`config.mk`:
```
export PLATFORM = sky130hd
export DESIGN_NAME = itcm_boot_loader
export DESIGN_NICKNAME = d
export VERILOG_FILES = /design/src/rtl/krv_ahb_pkg.sv /design/src/rtl/itcm_load_wr_stage.sv /design/src/rtl/itcm_boot_loader.sv
export SDC_FILE = /design/constraint.sdc
export NUM_CORES = 1
export LEC_CHECK = 0
export CAP_MARGIN = 20
export CORE_ASPECT_RATIO = 1.2
export CORE_MARGIN = 1.5
export CORE_UTILIZATION = 45
export CTS_CLUSTER_SIZE = 16
export DETAILED_ROUTE_END_ITERATION = 6
export HOLD_SLACK_MARGIN = 0.06
export PLACE_DENSITY = 0.91
export SYNTH_ARGS = -nofsm -noshare
export SYNTH_HDL_FRONTEND = slang
export SYNTH_SLANG_ARGS = --single-unit
```
`constraint.sdc`:
```
create_clock -name HCLK -period 2.4 [get_ports HCLK]
set_clock_uncertainty 0.1 [all_clocks]
set_input_delay 0.36 -clock HCLK [delete_from_list [all_inputs] [get_ports HCLK]]
set_output_delay 0.36 -clock HCLK [all_outputs]
set_load 0.005 [all_outputs]
```
`src/rtl/krv_ahb_pkg.sv`:
```
// Shared AHB-Lite encodings and the boot-loader FSM state type.
package krv_ahb_pkg;

  localparam logic [1:0] HTRANS_IDLE   = 2'b00;
  localparam logic [1:0] HTRANS_NONSEQ = 2'b10;
  localparam logic [1:0] HTRANS_SEQ    = 2'b11;

  localparam logic [2:0] HSIZE_WORD    = 3'b010;
  localparam logic [2:0] HBURST_INCR   = 3'b001;

  localparam logic [1:0] HRESP_OKAY    = 2'b00;
  localparam logic [1:0] HRESP_ERROR   = 2'b01;

  // Byte-offset bits inside a 1 KB region; zero means a fresh NONSEQ is needed.
  localparam logic [31:0] KB_BOUNDARY_MASK = 32'h0000_03FF;

  typedef enum logic [2:0] {
    ST_IDLE,
    ST_ADDR,
    ST_STREAM,
    ST_DRAIN,
    ST_DONE,
    ST_ERR
  } load_state_e;

endpackage

```
`src/rtl/itcm_load_wr_stage.sv`:
```
// Registers each captured flash word and turns it into a one-cycle ITCM write.
module itcm_load_wr_stage #(
  parameter logic [31:0] DST_BASE = 32'h0000_0000
) (
  input  logic        HCLK,
  input  logic        HRESETn,
  input  logic        cap_valid,
  input  logic [16:0] cap_idx,
  input  logic [31:0] cap_data,
  output logic        itcm_wr_en,
  output logic [31:0] itcm_wr_addr,
  output logic [31:0] itcm_wr_data
);

  always_ff @(posedge HCLK or negedge HRESETn) begin
    if (!HRESETn) begin
      itcm_wr_en   <= 1'b0;
      itcm_wr_addr <= '0;
      itcm_wr_data <= '0;
    end else begin
      itcm_wr_en <= cap_valid;
      if (cap_valid) begin
        itcm_wr_addr <= DST_BASE + {13'd0, cap_idx, 2'b00};
        itcm_wr_data <= cap_data;
      end
    end
  end

endmodule

```
`src/rtl/itcm_boot_loader.sv`:
```
// AHB-Lite read-burst initiator copying a flash boot image into ITCM.
// Optional trailing checksum word check: define ITCM_LOAD_CHECKSUM_EN.
module itcm_boot_loader
  import krv_ahb_pkg::*;
#(
  parameter logic [31:0] SRC_BASE   = 32'h0010_0000,
  parameter logic [31:0] DST_BASE   = 32'h0000_0000,
  parameter int unsigned LOAD_WORDS = 1024,
  parameter bit          AUTO_START = 1'b1
) (
  input  logic        HCLK,
  input  logic        HRESETn,
  input  logic        load_start,
  output logic [31:0] HADDR,
  output logic [1:0]  HTRANS,
  output logic        HWRITE,
  output logic [2:0]  HSIZE,
  output logic [2:0]  HBURST,
  output logic [31:0] HWDATA,
  input  logic        HREADY,
  input  logic [1:0]  HRESP,
  input  logic [31:0] HRDATA,
  output logic        itcm_auto_load,
  output logic        itcm_wr_en,
  output logic [31:0] itcm_wr_addr,
  output logic [31:0] itcm_wr_data,
  output logic        load_done,
  output logic        load_err
);

`ifdef ITCM_LOAD_CHECKSUM_EN
  localparam logic [16:0] NREADS = 17'(LOAD_WORDS + 1);
  logic [31:0] sum_q;
`else
  localparam logic [16:0] NREADS = 17'(LOAD_WORDS);
`endif
  localparam logic [16:0] LAST_RD = NREADS - 17'd1;

  load_state_e state_q, state_d;
  logic [16:0] addr_cnt_q, addr_cnt_d;
  logic [16:0] data_cnt_q, data_cnt_d;
  logic        err_pend_q, err_pend_d;
  logic        first_q;
  logic        auto_load_q, done_q, err_q;
  logic        cap_valid, start_copy, beat_ok, go, active;
  logic [31:0] cur_addr;

  assign HWRITE         = 1'b0;
  assign HSIZE          = HSIZE_WORD;
  assign HBURST         = HBURST_INCR;
  assign HWDATA         = '0;
  assign itcm_auto_load = auto_load_q;
  assign load_done      = done_q;
  assign load_err       = err_q;
  assign cur_addr       = SRC_BASE + {13'd0, addr_cnt_q, 2'b00};

  always_comb begin
    state_d    = state_q;
    addr_cnt_d = addr_cnt_q;
    data_cnt_d = data_cnt_q;
    err_pend_d = 1'b0;
    cap_valid  = 1'b0;
    start_copy = 1'b0;
    HTRANS     = HTRANS_IDLE;
    HADDR      = '0;
    beat_ok    = HREADY && (HRESP == HRESP_OKAY) && !err_pend_q;
    go         = load_start || (AUTO_START && first_q);
    active     = (state_q == ST_ADDR) || (state_q == ST_STREAM) || (state_q == ST_DRAIN);

    case (state_q)
      ST_IDLE, ST_DONE, ST_ERR: begin
        if (go) begin
          state_d    = ST_ADDR;
          start_copy = 1'b1;
          addr_cnt_d = '0;
          data_cnt_d = '0;
        end
      end
      ST_ADDR: begin
        HTRANS = HTRANS_NONSEQ;
        HADDR  = cur_addr;
        if (beat_ok) begin
          addr_cnt_d = addr_cnt_q + 17'd1;
          state_d    = (LAST_RD == '0) ? ST_DRAIN : ST_STREAM;
        end
      end
      ST_STREAM: begin
        HADDR  = cur_addr;
        HTRANS = ((cur_addr & KB_BOUNDARY_MASK) == '0) ? HTRANS_NONSEQ : HTRANS_SEQ;
        if (beat_ok) begin
          cap_valid  = 1'b1;
          data_cnt_d = data_cnt_q + 17'd1;
          addr_cnt_d = addr_cnt_q + 17'd1;
          if (addr_cnt_q == LAST_RD) state_d = ST_DRAIN;
        end
      end
      ST_DRAIN: begin
        if (beat_ok) begin
`ifdef ITCM_LOAD_CHECKSUM_EN
          // The final beat is the stored sum; it is compared, never written.
          state_d = (HRDATA == sum_q) ? ST_DONE : ST_ERR;
`else
          cap_valid  = 1'b1;
          data_cnt_d = data_cnt_q + 17'd1;
          state_d    = ST_DONE;
`endif
        end
      end
      default: state_d = ST_IDLE;
    endcase

    // Second cycle of an ERROR response: cancel the pending transfer.
    if (err_pend_q) begin
      HTRANS  = HTRANS_IDLE;
      state_d = ST_ERR;
    end else if (active && (HRESP == HRESP_ERROR) && !HREADY) begin
      err_pend_d = 1'b1;
    end
  end

  always_ff @(posedge HCLK or negedge HRESETn) begin
    if (!HRESETn) begin
      state_q     <= ST_IDLE;
      addr_cnt_q  <= '0;
      data_cnt_q  <= '0;
      err_pend_q  <= 1'b0;
      first_q     <= 1'b1;
      auto_load_q <= 1'b0;
      done_q      <= 1'b0;
      err_q       <= 1'b0;
    end else begin
      state_q    <= state_d;
      addr_cnt_q <= addr_cnt_d;
      data_cnt_q <= data_cnt_d;
      err_pend_q <= err_pend_d;
      first_q    <= 1'b0;
      // Flags follow the state by one cycle so auto_load still covers the last write.
      if (start_copy) begin
        auto_load_q <= 1'b1;
        done_q      <= 1'b0;
        err_q       <= 1'b0;
      end else if (state_q == ST_DONE) begin
        auto_load_q <= 1'b0;
        done_q      <= 1'b1;
      end else if (state_q == ST_ERR) begin
        auto_load_q <= 1'b0;
        err_q       <= 1'b1;
      end
    end
  end

`ifdef ITCM_LOAD_CHECKSUM_EN
  always_ff @(posedge HCLK or negedge HRESETn) begin
    if (!HRESETn)        sum_q <= '0;
    else if (start_copy) sum_q <= '0;
    else if (cap_valid)  sum_q <= sum_q + HRDATA;
  end
`endif

  itcm_load_wr_stage #(
    .DST_BASE(DST_BASE)
  ) u_wr_stage (
    .HCLK        (HCLK),
    .HRESETn     (HRESETn),
    .cap_valid   (cap_valid),
    .cap_idx     (data_cnt_q),
    .cap_data    (HRDATA),
    .itcm_wr_en  (itcm_wr_en),
    .itcm_wr_addr(itcm_wr_addr),
    .itcm_wr_data(itcm_wr_data)
  );

endmodule

```
==> results.toml, run 1 <==
[logic_synthesis]
synth_area_leaders = "dfrtp_1 (47%), nand2_1 (13%), buf_4 (11%)"
synth_area_um2 = 4810
synthCells = 544
yosys_warnings = 0
netlist-cell-type-count = 48
avgSynthCellArea_um2 = 8.83
ys_seq_elements = 92
synth_top_area_cell = "dfrtp_1"
yosys.area.top_type_share_pct = 47.4
ys_seq_area_share_pct = 47.9

[cells_and_area]
diodes = 0
stdcell_area_um2 = 6280
final_cell_mix = "nand2_1 (162), clkdlybuf4s50_1 (108), dfrtp_1 (91), conb_1 (69), buf_4 (24)"
final_common_cell = "nand2_1"
area_growth_pct = 30.6
layout-drive-gt1-share_pct = 8.06
finish.net_count = 706

[place]
dp_slack_ns = 0.0168
dpl.hpwl_um = 8250
placed_area_um2 = 5870
routabilityCongestion = 0.890
io_buffers = 110

[cts]
cts_tree = "yes"
clk_pin_slew_worst_paths_ns = 0.06
htreeDepth = 3
clkLatencyLatePin_ns = 0.34
clockBufferDepth = 2
cts_sinks = 92
cts_buffers = 9
ctsRootBufferMaster = "clkbuf_16"

[global_route]
grt_pass1_wl_um = 18700
grt_max_degree = 42
grtUsageTotal_pct = 20.6
grt_pass1_vias = 3899
antenna_found_initial = 0
overflow = 0

[floorplan]
die_h_um = 116
dieArea_um2 = 11300
start_util_pct = 45.9
ioPinCount = 179
die_w_um = 97.3
rows = 41
coreArea_um2 = 10500

[sta]
fmax_ghz = 0.422
report.final.slew_viol_count = 0
worst_slew_pin_slew_ns = 0.566
setup_ws_ns = 0.0295
rsz0062_at_grt = "true"
slew_headroom_pct = 62.3
fin_crit_ns = 2.37
timing.final.crit_share_pct = 98.8
hold_viol = 0
fin_tns_setup_ns = 0
setup_viol = 0
fin_hold_ws_ns = 0.373

[power]
p_per_area_nw_per_um2 = 929
ir_drop_mv = 0.698
finalPower_mw = 5.83
leakage_nw = 2.99

[worst_setup_path]
path_delay_family = "buffers and inverters"
cpPeakStageDelay_ns = 0.51
crit_path_end_kind = "output port"
critPathKind = "register to output port"
cp-start-kind = "register"
worstPathCellList = "xnor2_2 -> nor2_4 -> buf_6 -> and2_1 -> clkdlybuf4s50_1"
crit_slowest_cell = "clkdlybuf4s50_1"
cp_num_buf_inv = 2
cp_data_required_time_ns = 1.94
arrival_ns = 1.91
r2r_slack_ns = 0.18
path_max_fanout = 7

[route]
ant_nets = 0
num_vias = 4095
wirelength_um = 11700
wl_per_cell_um = 14.7
drc = 0
via_per_inst = 5.13
firstDrtPassIters = 4
drt_iter0_markers = 198

[min_path]
hp-class = "register to register"

[flow_run]
cap_violations = 0

[status]
outcome = "completed"
[sequential cells by signal (all words and copies together) (netlist names)]
register and flops:
load_done 1, itcm_auto_load 1, u_wr_stage.itcm_wr_addr 17, err_pend_q 1
first_q 1, u_wr_stage.itcm_wr_data 32, state_q 3, data_cnt_q 17
u_wr_stage.itcm_wr_en 1, addr_cnt_q 17, load_err 1
[where the power goes]
group | internal (mW) | leakage [nW] | switching (mW)
registers | 1.91 | 1.23 | 0.215
clock network | 1.02 | 0.167 | 0.590
logic | 1.10 | 1.59 | 0.999
total | 4.03 | 2.99 | 1.80
[tightest hold or removal path: stages, from the launching register on]
cell	delay [ns]
dfrtp_1	0.34
nand2_1	0.05
nand2_1	0.05
[per-stage QoR]
| step | cells | utilization, % |
|---|---|---|
| after floorplan | 611 | - |
| after global placement | 779 | 56.1 |
| after detailed placement | 779 | 56.1 |
| after CTS | 798 | 59.7 |
| after global routing | 799 | 60.0 |
| final | 799 | 60.0 |
[synth_stat cells (all sizes together)]
master   count
dfrtp       91
o21a         2
a21bo        1
nand3       16
buf         79
a21oi       12
a2bb2oi      1
xor2         5
nand4        8
nor3         9
nor2        17
o311ai       8
o21bai       1
a21o         1
nor2b        1
dfstp        1
clkbuf      14
a2111oi      2
and3         4
ha           3
nor4         2
inv          9
xnor2        5
nor4bb       1
and4         7
o31ai        6
o211ai       1
nor3b        2
o221ai       1
nand2b      11
and2        14
conb         2
clkinv       1
nand4b       1
or3          7
nand2      163
o41ai        8
mux2i        1
nor4b        1
or2          2
o21ai       17
a211o        1
or4          5
[repair_timing]
| action | 4_1_cts | 5_1_grt |
|---|---|---|
| setup buffers | 2 | 0 |
| gates cloned | 0 | 1 |
| endpoints found under the setup margin | 13 | 11 |
| hold buffers | 1 | 0 |
| hold endpoints to repair | 38 | 0 |
| pin swaps | 2 | 2 |
| resized for setup | 3 | 7 |
[routing by layer]
metal | part of all wire (%) | track usage [%] | up-vias | wire length, um
met3 | 5.6 | 3.77 | 30 | 652
met1 | 41 | 24.8 | 1957 | 4760
met4 | 2.5 | 8.57 | 0 | 299
li1 | - | - | 1929 | -
met2 | 51 | 36.7 | 179 | 6020
met5 | 0 | 0 | - | 0
[cell type report]
type / count / area, um2
Clock buffer: 10 / 229
Clock inverter: 6 / 113
Fill cell: 882 / 4190
Inverter: 10 / 37.5
Multi-Input combinational cell: 416 / 2120
Sequential cell: 92 / 2300
Tap cell: 129 / 161
Timing Repair Buffer: 136 / 1310
[path summary, 6_finish.rpt]
kind,to,from,cells after the start
max,HADDR[16],state_q[0],5
min,u_wr_stage.itcm_wr_data[29],u_wr_stage.itcm_wr_data[29],2
max reg2reg,addr_cnt_q[14],state_q[0],6
min reg2reg,u_wr_stage.itcm_wr_data[29],u_wr_stage.itcm_wr_data[29],2
max in group asynchronous,addr_cnt_q[0],HRESETn,3
min in group asynchronous,u_wr_stage.itcm_wr_data[31],HRESETn,2
[kinds of logic (layout without fill, tap and decap cells)]
family	Yosys count	in the layout	synth area share [%]
and+or+nand+nor	271	271	26.4
adders and majority gates	3	3	0.781
AOI/OAI and AO/OA	62	62	8.90
xor gates and xnor gates	10	10	1.82
buffers and inverters	103	162	13.8
muxes	1	1	0.208
other	2	69	0.156
DFF	92	92	47.9
No activity file was read; power rests on OpenSTA's default activity.
==> inputs of run 2 (changes only) <==
--- a/config.mk
+++ b/config.mk
@@ -8,11 +8,11 @@
 export CAP_MARGIN = 20
 export CORE_ASPECT_RATIO = 1.2
 export CORE_MARGIN = 1.5
-export CORE_UTILIZATION = 45
+export CORE_UTILIZATION = 41
 export CTS_CLUSTER_SIZE = 16
 export DETAILED_ROUTE_END_ITERATION = 6
 export HOLD_SLACK_MARGIN = 0.06
-export PLACE_DENSITY = 0.91
+export PLACE_DENSITY = 0.88
 export SYNTH_ARGS = -nofsm -noshare
 export SYNTH_HDL_FRONTEND = slang
 export SYNTH_SLANG_ARGS = --single-unit
==> constraint.sdc (replaced) <==
create_clock -name HCLK -period 2.05 [get_ports HCLK]
set_clock_uncertainty 0.1 [all_clocks]
set_input_delay 0.3075 -clock HCLK [delete_from_list [all_inputs] [get_ports HCLK]]
set_output_delay 0.3075 -clock HCLK [all_outputs]
set_load 0.005 [all_outputs]
==> run 2 against run 1 <==
Compared with the run above:
- total power up 18%
- worst setup slack better by 0.012 ns
- die area rose by 9.5%
- non-clock buffer count up 32
- critical path depth up 1
- via count rose by 0.37%
- cell area rose by 5.1%
- hold slack got worse by 0.0090 ns
- count of clock-buffer cells in the layout increased by 1
- flip-flop and latch count unchanged
- final cell count grew 7.5%
- critical endpoint is now HADDR[5]
==> results.toml, run 2 (same netlist as run 1, synthesis figures left out) <==
[cells_and_area]
layout-drive-gt1-share_pct = 17.0
area_growth_pct = 37.3
final_cells = 859
largest_reg_flops = 32
final_cell_mix = "nand2_1 (162), dfrtp_1 (91), clkdlybuf4s50_1 (89), conb_1 (69), buf_4 (50)"
diodes = 0
largest-register = "u_wr_stage.itcm_wr_data"
finish.net_count = 738
final_common_cell = "nand2_1"
num-fill-cells = 986

[floorplan]
coreArea_um2 = 11500
ioPinCount = 179
die_w_um = 102
rows = 43
dieArea_um2 = 12400
die_h_um = 122
start_util_pct = 41.7

[sta]
fin_crit_ns = 2.01
setup_viol = 0
report.final.slew_viol_count = 0
rsz0062_at_grt = "true"
fmax_ghz = 0.498
timing.final.crit_share_pct = 98.0
hold_viol = 0
fin_hold_ws_ns = 0.364

[power]
ir_drop_mv = 0.653
p_per_area_nw_per_um2 = 1040
leakage_nw = 3.20

[global_route]
overflow = 0
grt_pass1_vias = 3826
antenna_found_initial = 0
grtUsageTotal_pct = 19.0
grt_pass1_wl_um = 18400
grt_max_degree = 42

[cts]
cts_buffers = 9
clk_pin_slew_worst_paths_ns = 0.07
cts_sinks = 92
clockBufferDepth = 2
clkLatencyLatePin_ns = 0.34
ctsRootBufferMaster = "clkbuf_16"
htreeDepth = 3
cts_tree = "yes"

[route]
drt_iter0_markers = 211
wl_per_cell_um = 13.6
firstDrtPassIters = 5
via_per_inst = 4.78
num_vias = 4110
ant_nets = 0
drc = 0
wirelength_um = 11700

[worst_setup_path]
path_delay_family = "buffers and inverters"
cpPeakStageDelay_ns = 0.37
crit_slowest_cell = "dfrtp_1"
crit_path_end_kind = "output port"
arrival_ns = 1.60
cp_num_buf_inv = 4
path_max_fanout = 15
cp_data_required_time_ns = 1.64
worstPathCellList = "buf_4 -> nor2_2 -> buf_6 -> buf_6 -> and2_4 -> buf_6"
critPathKind = "register to output port"
crit_top_cell = "buf_6"
cp-start-kind = "register"

[place]
routabilityCongestion = 0.851
io_buffers = 110
placedCellCount = 831
dpl.hpwl_um = 8000

[status]
outcome = "completed"

[flow_run]
cap_violations = 0

[min_path]
hp-class = "input pin to async pin"
## run 2: area by class of cell
class	count	area (um2)	area share [%]
sequential	92	2300	34.9
inverter	10	37.5	0.569
multi-input combinational	416	2210	33.4
tap	157	196	2.98
clock inverter	5	60.1	0.910
clock buffer	11	233	3.53
timing repair buffer	168	1560	23.7
## run 2: worst register-to-register path: stages, from the launching register on
cell and delay [ns]:
dfrtp_1 0.41, buf_4 0.18, xor2_2 0.19, nand3_2 0.17, buf_4 0.19, a2111oi_2 0.43, mux2i_1 0.24
## run 2: worst paths after layout
kind                                                     to  slack [ns]  cells past startpoint                        start
max in group asynchronous       u_wr_stage.itcm_wr_data[22]        0.85                      3                      HRESETn
worst max register to register               addr_cnt_q[16]        0.06                      6                   state_q[1]
min in group HCLK               u_wr_stage.itcm_wr_addr[11]        0.37                      2  u_wr_stage.itcm_wr_addr[11]
worst min register to register  u_wr_stage.itcm_wr_addr[11]        0.37                      2  u_wr_stage.itcm_wr_addr[11]
worst min-delay path             u_wr_stage.itcm_wr_data[6]        0.36                      2                      HRESETn
worst max-delay path                               HADDR[5]        0.04                      6                   state_q[2]
## run 2: power breakdown
group	internal, mW	switching [mW]	leakage (nW)
Clock	0.951	0.715	0.140
Sequential	2.23	0.236	1.23
Combinational	1.52	1.24	1.83
## run 2: per-stage QoR
stage               setup WS, ns  instance area [um2]  power [mW]  util (%)  TNS [ns]
detailed placement        -0.228                 6130        4.92      53.2     -3.41
global placement          -0.124                 6130        4.84      53.2     -1.53
finish                    0.0411                 6600        6.89      57.3         0
CTS                       -0.173                 6520        6.89      56.7    -0.632
floorplan                  0.240                 5060        3.51         -         0
global route             -0.0474                 6600        7.30      57.3    -0.153
## run 2: per-layer routing
layer  part of all wire (%)  wire [um]  global-route usage [%]  up-vias
met5                      0          0                       0        -
met4                    2.4        286                    9.16        0
met3                    5.1        602                    2.58       18
met2                     53       6140                    32.5      159
met1                     40       4660                    23.4     1939
li1                       -          -                       -     1994
## run 2: what timing repair did
item                       in CTS  in global routing
setup buffers                   8                  6
pin swaps                       5                  4
resized for setup              80                 24
setup endpoints to repair      20                 31
hold buffers                    1                  0
cloned                          1                  0
hold endpoints to repair       30                  0
==> inputs of run 3 (changes only) <==
--- a/config.mk
+++ b/config.mk
@@ -13,6 +13,7 @@
 export DETAILED_ROUTE_END_ITERATION = 6
 export HOLD_SLACK_MARGIN = 0.06
 export PLACE_DENSITY = 0.88
+export SLEW_MARGIN = 10
 export SYNTH_ARGS = -nofsm -noshare
 export SYNTH_HDL_FRONTEND = slang
 export SYNTH_SLANG_ARGS = --single-unit
==> results of run 3 <==
Same layout as run 2: the final DEF is identical, and so are final timing and power.
